$ cat src/rtl/hazard_ctrl.sv
// hazard_ctrl: load-use/branch/dmem-freeze sequencing with a dmem watchdog.
// Performance counters are built only when HAZARD_PERF_CNT_EN is defined.
module hazard_ctrl #(
    parameter int  TIMEOUT = 16,
    localparam int CNT_W   = $clog2(TIMEOUT + 1)
) (
    input  logic        clk,
    input  logic        rst_n,
    input  logic        id_ex_mem_read,
    input  logic [4:0]  id_ex_rt,
    input  logic [4:0]  if_id_rs,
    input  logic [4:0]  if_id_rt,
    input  logic        if_id_uses_rt,
    input  logic        branch_taken,
    input  logic        dmem_req,
    input  logic        dmem_ready,
    input  logic        err_clr,
    output logic        pc_write,
    output logic        if_id_write,
    output logic        id_ex_write,
    output logic        ex_mem_write,
    output logic        if_id_flush,
    output logic        id_ex_flush,
    output logic        mem_wb_bubble,
    output logic        pc_sel_branch,
    output logic        bus_err,
    output logic [31:0] perf_ld_stall,
    output logic [31:0] perf_flush,
    output logic [31:0] perf_mem_wait
);

    typedef enum logic [1:0] {
        RUN       = 2'd0,
        DMEM_WAIT = 2'd1,
        ERR       = 2'd2
    } state_t;

    state_t           state_q, state_d;
    logic [CNT_W-1:0] wait_cnt_q, wait_cnt_d;
    logic             load_use;
    logic             frz;
    logic             adv;

    assign load_use = id_ex_mem_read && (id_ex_rt != 5'd0) &&
                      ((id_ex_rt == if_id_rs) ||
                       (if_id_uses_rt && (id_ex_rt == if_id_rt)));

    // Next state; wait_cnt_d counts frozen cycles including the current one
    always_comb begin
        state_d    = state_q;
        wait_cnt_d = wait_cnt_q;
        frz        = 1'b0;
        adv        = 1'b0;
        unique case (state_q)
            RUN: begin
                if (dmem_req && !dmem_ready) begin
                    frz        = 1'b1;
                    wait_cnt_d = CNT_W'(1);
                    state_d    = (TIMEOUT == 1) ? ERR : DMEM_WAIT;
                end else begin
                    adv = 1'b1;
                end
            end
            DMEM_WAIT: begin
                if (!dmem_ready) begin
                    frz        = 1'b1;
                    wait_cnt_d = wait_cnt_q + CNT_W'(1);
                    if (wait_cnt_d == CNT_W'(TIMEOUT)) begin
                        state_d = ERR;
                    end
                end else begin
                    adv        = 1'b1;
                    state_d    = RUN;
                    wait_cnt_d = '0;
                end
            end
            ERR: begin
                frz = 1'b1;
                if (err_clr) begin
                    state_d    = RUN;
                    wait_cnt_d = '0;
                end
            end
            default: begin
                state_d    = RUN;
                wait_cnt_d = '0;
            end
        endcase
    end

    // Mealy stage controls; reset holds every stage in a bubble
    always_comb begin
        pc_write      = 1'b1;
        if_id_write   = 1'b1;
        id_ex_write   = 1'b1;
        ex_mem_write  = 1'b1;
        if_id_flush   = 1'b0;
        id_ex_flush   = 1'b0;
        mem_wb_bubble = 1'b0;
        pc_sel_branch = 1'b0;
        bus_err       = 1'b0;
        if (!rst_n) begin
            pc_write      = 1'b0;
            if_id_write   = 1'b0;
            id_ex_write   = 1'b0;
            ex_mem_write  = 1'b0;
            if_id_flush   = 1'b1;
            id_ex_flush   = 1'b1;
            mem_wb_bubble = 1'b1;
        end else if (frz) begin
            pc_write      = 1'b0;
            if_id_write   = 1'b0;
            id_ex_write   = 1'b0;
            ex_mem_write  = 1'b0;
            mem_wb_bubble = 1'b1;
            bus_err       = (state_q == ERR);
        end else if (adv && branch_taken) begin
            pc_sel_branch = 1'b1;
            if_id_flush   = 1'b1;
            id_ex_flush   = 1'b1;
        end else if (adv && load_use) begin
            pc_write      = 1'b0;
            if_id_write   = 1'b0;
            id_ex_flush   = 1'b1;
        end
    end

    // State and watchdog counter registers
    always_ff @(posedge clk or negedge rst_n) begin
        if (!rst_n) begin
            state_q    <= RUN;
            wait_cnt_q <= '0;
        end else begin
            state_q    <= state_d;
            wait_cnt_q <= wait_cnt_d;
        end
    end

`ifdef HAZARD_PERF_CNT_EN
    logic [31:0] ld_cnt_q, fl_cnt_q, mw_cnt_q;

    // Saturating event counters, classified from the issued controls
    always_ff @(posedge clk or negedge rst_n) begin
        if (!rst_n) begin
            ld_cnt_q <= '0;
            fl_cnt_q <= '0;
            mw_cnt_q <= '0;
        end else begin
            if (id_ex_flush && !if_id_flush && ld_cnt_q != '1)
                ld_cnt_q <= ld_cnt_q + 32'd1;
            if (pc_sel_branch && fl_cnt_q != '1)
                fl_cnt_q <= fl_cnt_q + 32'd1;
            if (mem_wb_bubble && mw_cnt_q != '1)
                mw_cnt_q <= mw_cnt_q + 32'd1;
        end
    end

    assign perf_ld_stall = ld_cnt_q;
    assign perf_flush    = fl_cnt_q;
    assign perf_mem_wait = mw_cnt_q;
`else
    assign perf_ld_stall = 32'h0;
    assign perf_flush    = 32'h0;
    assign perf_mem_wait = 32'h0;
`endif

endmodule

$ cat config.mk
export PLATFORM = sky130hd
export DESIGN_NAME = hazard_ctrl
export DESIGN_NICKNAME = d
export VERILOG_FILES = /design/src/rtl/hazard_ctrl.sv
export SDC_FILE = /design/constraint.sdc
export NUM_CORES = 1
export LEC_CHECK = 0
export CORE_ASPECT_RATIO = 1.1
export CORE_UTILIZATION = 28
export CTS_CLUSTER_SIZE = 12
export DETAILED_ROUTE_END_ITERATION = 12
export PLACE_DENSITY = 0.78
export SLEW_MARGIN = 20
export SYNTH_ARGS = -nofsm -noshare
export SYNTH_HDL_FRONTEND = slang
export SYNTH_SLANG_ARGS = --single-unit
export TNS_END_PERCENT = 100
$ cat constraint.sdc
create_clock -name clk -period 1.36 [get_ports clk]
set_input_delay 0.204 -clock clk [delete_from_list [all_inputs] [get_ports clk]]
set_output_delay 0.204 -clock clk [all_outputs]
set_load 0.01 [all_outputs]
* Word level (Yosys, flattened, before mapping) *
Cells that the tools add are included.

word-level totals
  flip-flop bits (word level) = 7
  bits of input ports = 23
  output and inout port bits = 105

cells by class
  $add $sub $neg = 1
  equality and inequality tests = 8
  mux-type cells = 33
  reduce and logical (&&, ||, !) cells = 12

operators with widths
  cell                                                                    number
  1-bit two-way mux                                                       22
  5-bit two-way mux                                                       3
  5-bit case mux with 3 select lines                                      1
  5-bit equality test                                                     2
  2-bit two-way mux                                                       4
  1-bit logical AND                                                       6
  2-bit case mux with 3 select lines                                      1
  5-bit by 1-bit adder with 5-bit output (second input constant)          1
  5-bit equality test (second input constant)                             1
  5-bit nonzero test                                                      1
  2-bit != test (second input constant)                                   2
  3-bit != test (second input constant)                                   1
  1-bit case mux with 3 select lines                                      1
  3-bit AND reduction                                                     1
  2-bit by 1-bit equality test with 1-bit output (second input constant)  1
  2-bit equality test (second input constant)                             1
  2-bit zero test                                                         1
  1-bit case mux with 2 select lines                                      1
  2-bit AND reduction                                                     1
  1-bit zero test                                                         1
  1-bit logical OR                                                        1

* Depth between registers and ports, before layout *
Gate-level depths: netlist of run 1.

  depth in word-level cells = 9
  depth in mapped cells = 6

* Worst setup path after synthesis of run 1 *
OpenSTA, ideal clock, no wires.

  path kind = register to output
  start = register state_q[0]
  end = output port pc_write
  arrival time = 1.363 ns
  setup slack = -0.207 ns
  stages on the path, launching flop included = 6
  cells stage by stage = dfrtp_1 -> o21ba_2 -> nor2_1 -> o2111ai_1 -> a31o_1 -> buf_4

between the ends
  cells in the longest elaborated chain, start to end = 7
  elaborated cells between the ends (all ways) = 11
  classes of those cells = 2 x eq/ne; 6 x mux; 3 x reduce/logical

ends and longest elaborated chain
  item                                                                               RTL line  text
  start: declaration                                                                 38        state_t state_q, state_d;
  start signal: assignment                                                           134       state_q <= state_d;
  2-bit by 1-bit equality test with 1-bit output or 2-bit zero test (tied branches)  54        unique case (state_q)
  1-bit case mux with 2 select lines                                                 54
  1-bit logical AND                                                                  121       end else if (adv && load_use) begin
  1-bit two-way mux (2 in a row)                                                     --
  1-bit two-way mux (*) (2 in a row)                                                 --
  end: declaration                                                                   18        output logic pc_write,

Every way passes the cells marked *; elsewhere a longest branch is shown, timed or not.

* Worst setup path after layout of run 1 *
  start = register state_q[0]
  end = output port pc_write

between the ends
  cells in the longest elaborated chain, start to end = 7
  elaborated cells between the ends (all ways) = 11
  classes of those cells = 2 x eq/ne; 6 x mux; 3 x reduce/logical

ends and longest elaborated chain
  item                                                                               RTL line  text
  2-bit by 1-bit equality test with 1-bit output or 2-bit zero test (tied branches)  54
  1-bit case mux with 2 select lines                                                 54
  1-bit logical AND                                                                  121
  1-bit two-way mux                                                                  121
  1-bit two-way mux                                                                  117       end else if (adv && branch_taken) begin
  1-bit two-way mux (*)                                                              110       end else if (frz) begin
  1-bit two-way mux (*)                                                              102       if (!rst_n) begin

Marked as above.

==> results of run 1 <==
## worst max-delay path: stages, from the launching register on
cell	delay (ns)
dfrtp_1	0.39
o21ba_4	0.21
nor2_4	0.10
buf_6	0.11
a21o_1	0.15
a31o_1	0.19
buf_2	0.13
## worst paths after layout
kind	start	to	cells past startpoint
min	rst_n	wait_cnt_q[0]$_DFFE_PN0P_	2
min in group clk	wait_cnt_q[3]$_DFFE_PN0P_	wait_cnt_q[3]$_DFFE_PN0P_	1
max	state_q[0]$_DFFE_PN0P_	pc_write	6
max reg2reg	state_q[1]$_DFFE_PN0P_	state_q[1]$_DFFE_PN0P_	5
max in group asynchronous	rst_n	state_q[1]$_DFFE_PN0P_	2
min reg2reg	wait_cnt_q[3]$_DFFE_PN0P_	wait_cnt_q[3]$_DFFE_PN0P_	1
## sequential cells by signal (all words and copies together), names as in the netlist
signal and cells:
wait_cnt_q 5, state_q 2
## cell usage after synthesis (all sizes together), types with 2 or more instances
library cell  instances
dfrtp                 7
xnor2                10
and3                  2
o21a                  2
buf                  99
nand2                 9
nor2                  4
inv                   2
nand4                 2
a22o                  2
nand3                 3
or3                   2
ha                    2
o21ai                 6
## power by group through the flow
stage	clock network [W]	registers [W]	logic (W)
floorplan	0	0.000343	0.000624
global placement	0	0.000302	0.000797
detailed placement	0	0.000305	0.000815
CTS	0.000308	0.000305	0.000885
global route	0.000322	0.000321	0.00109
finish	0.000300	0.000312	0.000994
## through the flow
stage          utilization (%)  setup TNS, ns  instances  hold slack, ns  worst slack (ns)
2_1_floorplan                -        -0.1721        264        -0.09159           -0.1145
6_report                 35.96         -3.051        281          0.4033           -0.3527
3_3_place_gp             32.19         -7.754        269          0.5328           -0.9383
5_1_grt                  35.96         -3.833        281          0.4306           -0.3997
4_1_cts                  34.75         -2.898        279          0.4209           -0.3963
3_5_place_dp             32.19         -8.065        269          0.5541           -0.9751
## metal layers
layer,share of wire [%],up-vias,GRT usage (%)
met1,29,453,7.377
met5,0,-,0
met3,13,7,3.788
met2,55,79,18.19
met4,2.6,0,6.019
li1,-,476,-
## cells by family (layout without fill, tap and decap cells)
group / Yosys count / count (layout) / share of synthesized area [%]
AO/OA/AOI/OAI: 19 / 19 / 11.08
XOR/XNOR: 11 / 11 / 7.110
adder cells (fa/ha/maj): 2 / 2 / 1.846
buffers and inverters: 101 / 62 / 55.68
flip-flops: 7 / 7 / 12.93
multiplexers: 1 / 1 / 0.8310
other: 1 / 96 / 0.2767
AND/OR/NAND/NOR: 27 / 27 / 10.25
## layout make-up
cell class	count	area [µm²]	share of cell area [%]
timing repair buffer	56	474.2	28.35
sequential	7	176.4	10.55
tap	56	70.07	4.188
inverter	2	7.507	0.4488
multi-input combinational	156	899.6	53.78
clock buffer	4	45.04	2.693
## timing repair
item | 4_1_cts | 5_1_grt
pin swaps | 20 | 9
gates resized for setup | 79 | 14
buffers inserted | 6 | 2
cloned | 0 | 0
endpoints found under the setup margin | 14 | 16
==> results.md, run 1 <==
* Status: finished, violations left
* Failing checks: negative setup slack
* Flop pwr share at 19.4%
* Vias at 1015
* Synth unique cells at 32
* Fin area at 1673 µm²
* Share of layout cells above drive strength 1 at 27.56%
* Initial antenna violation count at 0
* Post-synth EDFFs at 0
* Core Rows at 26
* Startpoint types: register
* Fin Clk Skew at 0.001474 ns
* Critical Path RT at 1.16 ns
* Vias/cell at 3.612
* Max Fanout on Critical Path at 2
* Routed Antenna Nets at 0
* Clock latency on the worst-skew pair at 0.23 ns
* Tcrit/Tclk final at 125.9%
* Critical Path AT at 1.51 ns
* RSZ-0062 raised after global routing: yes
* Yosys top cell by area: buf_4
* Residual DRC count at 0
* Core Area at 4652 µm²
* Final Setup Violations at 16
* Largest net degree at the start of global routing at 8
* Async SR Flop Fraction at 100.0%
* Worst hold path type: primary input to asynchronous set/reset pin
* Max Root-Sink Buffers at 2
* Ys Warns at 0
* DRT Wirelength at 2.657 mm
* Sw frac at 41.33%
* Design Power at 0.001605 W
* Minimum setup slack in the final design at -0.3527 ns
* Worst vdd ir at 0.3279 mV
* Root Driver: clkbuf_8
* Syn Inst Count at 169
* Yosys reg bits at 7
* Critical path class: register to output port
* CTS tree: done
* Commonest non-fill, non-tap cell in the layout: conb_1
* Detailed Place HPWL at 2.007 mm
* CP Capture Type: output port
* First-pass DRT Iterations at 4
* Sink Count at 7
* CTS Buf Count at 3
* Clk pwr share at 18.7%
* Final Hold Vio Count at 0
* LEAKAGE at 0.8858 nW
* Dpl cell area at 1498 µm²
* Gpl congestion at 0.7854
* Psw at 0.0006634 W
* GRT Total Usage at 9.332%
* Post-synth top flop: dfrtp_1
* R2r setup slk at -0.20 ns
* Vias in the first global route at 805
* Fmax achieved at 583.9 MHz
* Avg Inst Size Synth at 8.018 µm²
* PwrDens at 959.6 nW/µm²
* Tmin final at 1.713 ns
* Count of pins over their slew limit at 0
* H-tree levels at 1
* Area Growth Syn to Fin at 23.45%
* Synth top area share at 54.29%
* Filler cell count at 479
* First-pass GRT wire length at 3.374 mm
* Max cap viols at 0
* I/O pins at 128
* Internal power at 0.0009418 W
* Mapped Area at 1355 µm²
* GR Overflow Total at 0
* Combinational power share at 61.9%
* Iteration-0 DRC Markers at 17
* Ant diodes at 0
* Die Ht at 74.96 µm
* NumNets Final at 251
* Synth top area cells: buf_4 (54%), dfrtp_1 (13%), xnor2_1 (6.5%)
* Most frequent cells in the layout: conb_1 (96), buf_4 (19), dlygate4sd2_1 (14)
* Average routed wire per standard cell at 9.456 µm
* Sequential share of the synthesized area at 12.93%
* Die area at 5122 µm²
* IO buf count at 31
* Hold buffers post-CTS at 0
* Clock Pin Slew Worst Setup and Hold Paths at 0.04 ns
* Chip Width at 68.33 µm
* Initial core utilization at 29.13%
Power figures use the tool's default switching activity.
==> run 2: changes to the inputs <==
--- a/config.mk
+++ b/config.mk
@@ -10,7 +10,7 @@
 export CTS_CLUSTER_SIZE = 12
 export DETAILED_ROUTE_END_ITERATION = 12
 export PLACE_DENSITY = 0.78
-export SLEW_MARGIN = 20
+export RECOVER_POWER = 25
 export SYNTH_ARGS = -nofsm -noshare
 export SYNTH_HDL_FRONTEND = slang
 export SYNTH_SLANG_ARGS = --single-unit
==> results of run 2 <==
The final DEF is identical to that of run 1; final timing and power are the same.
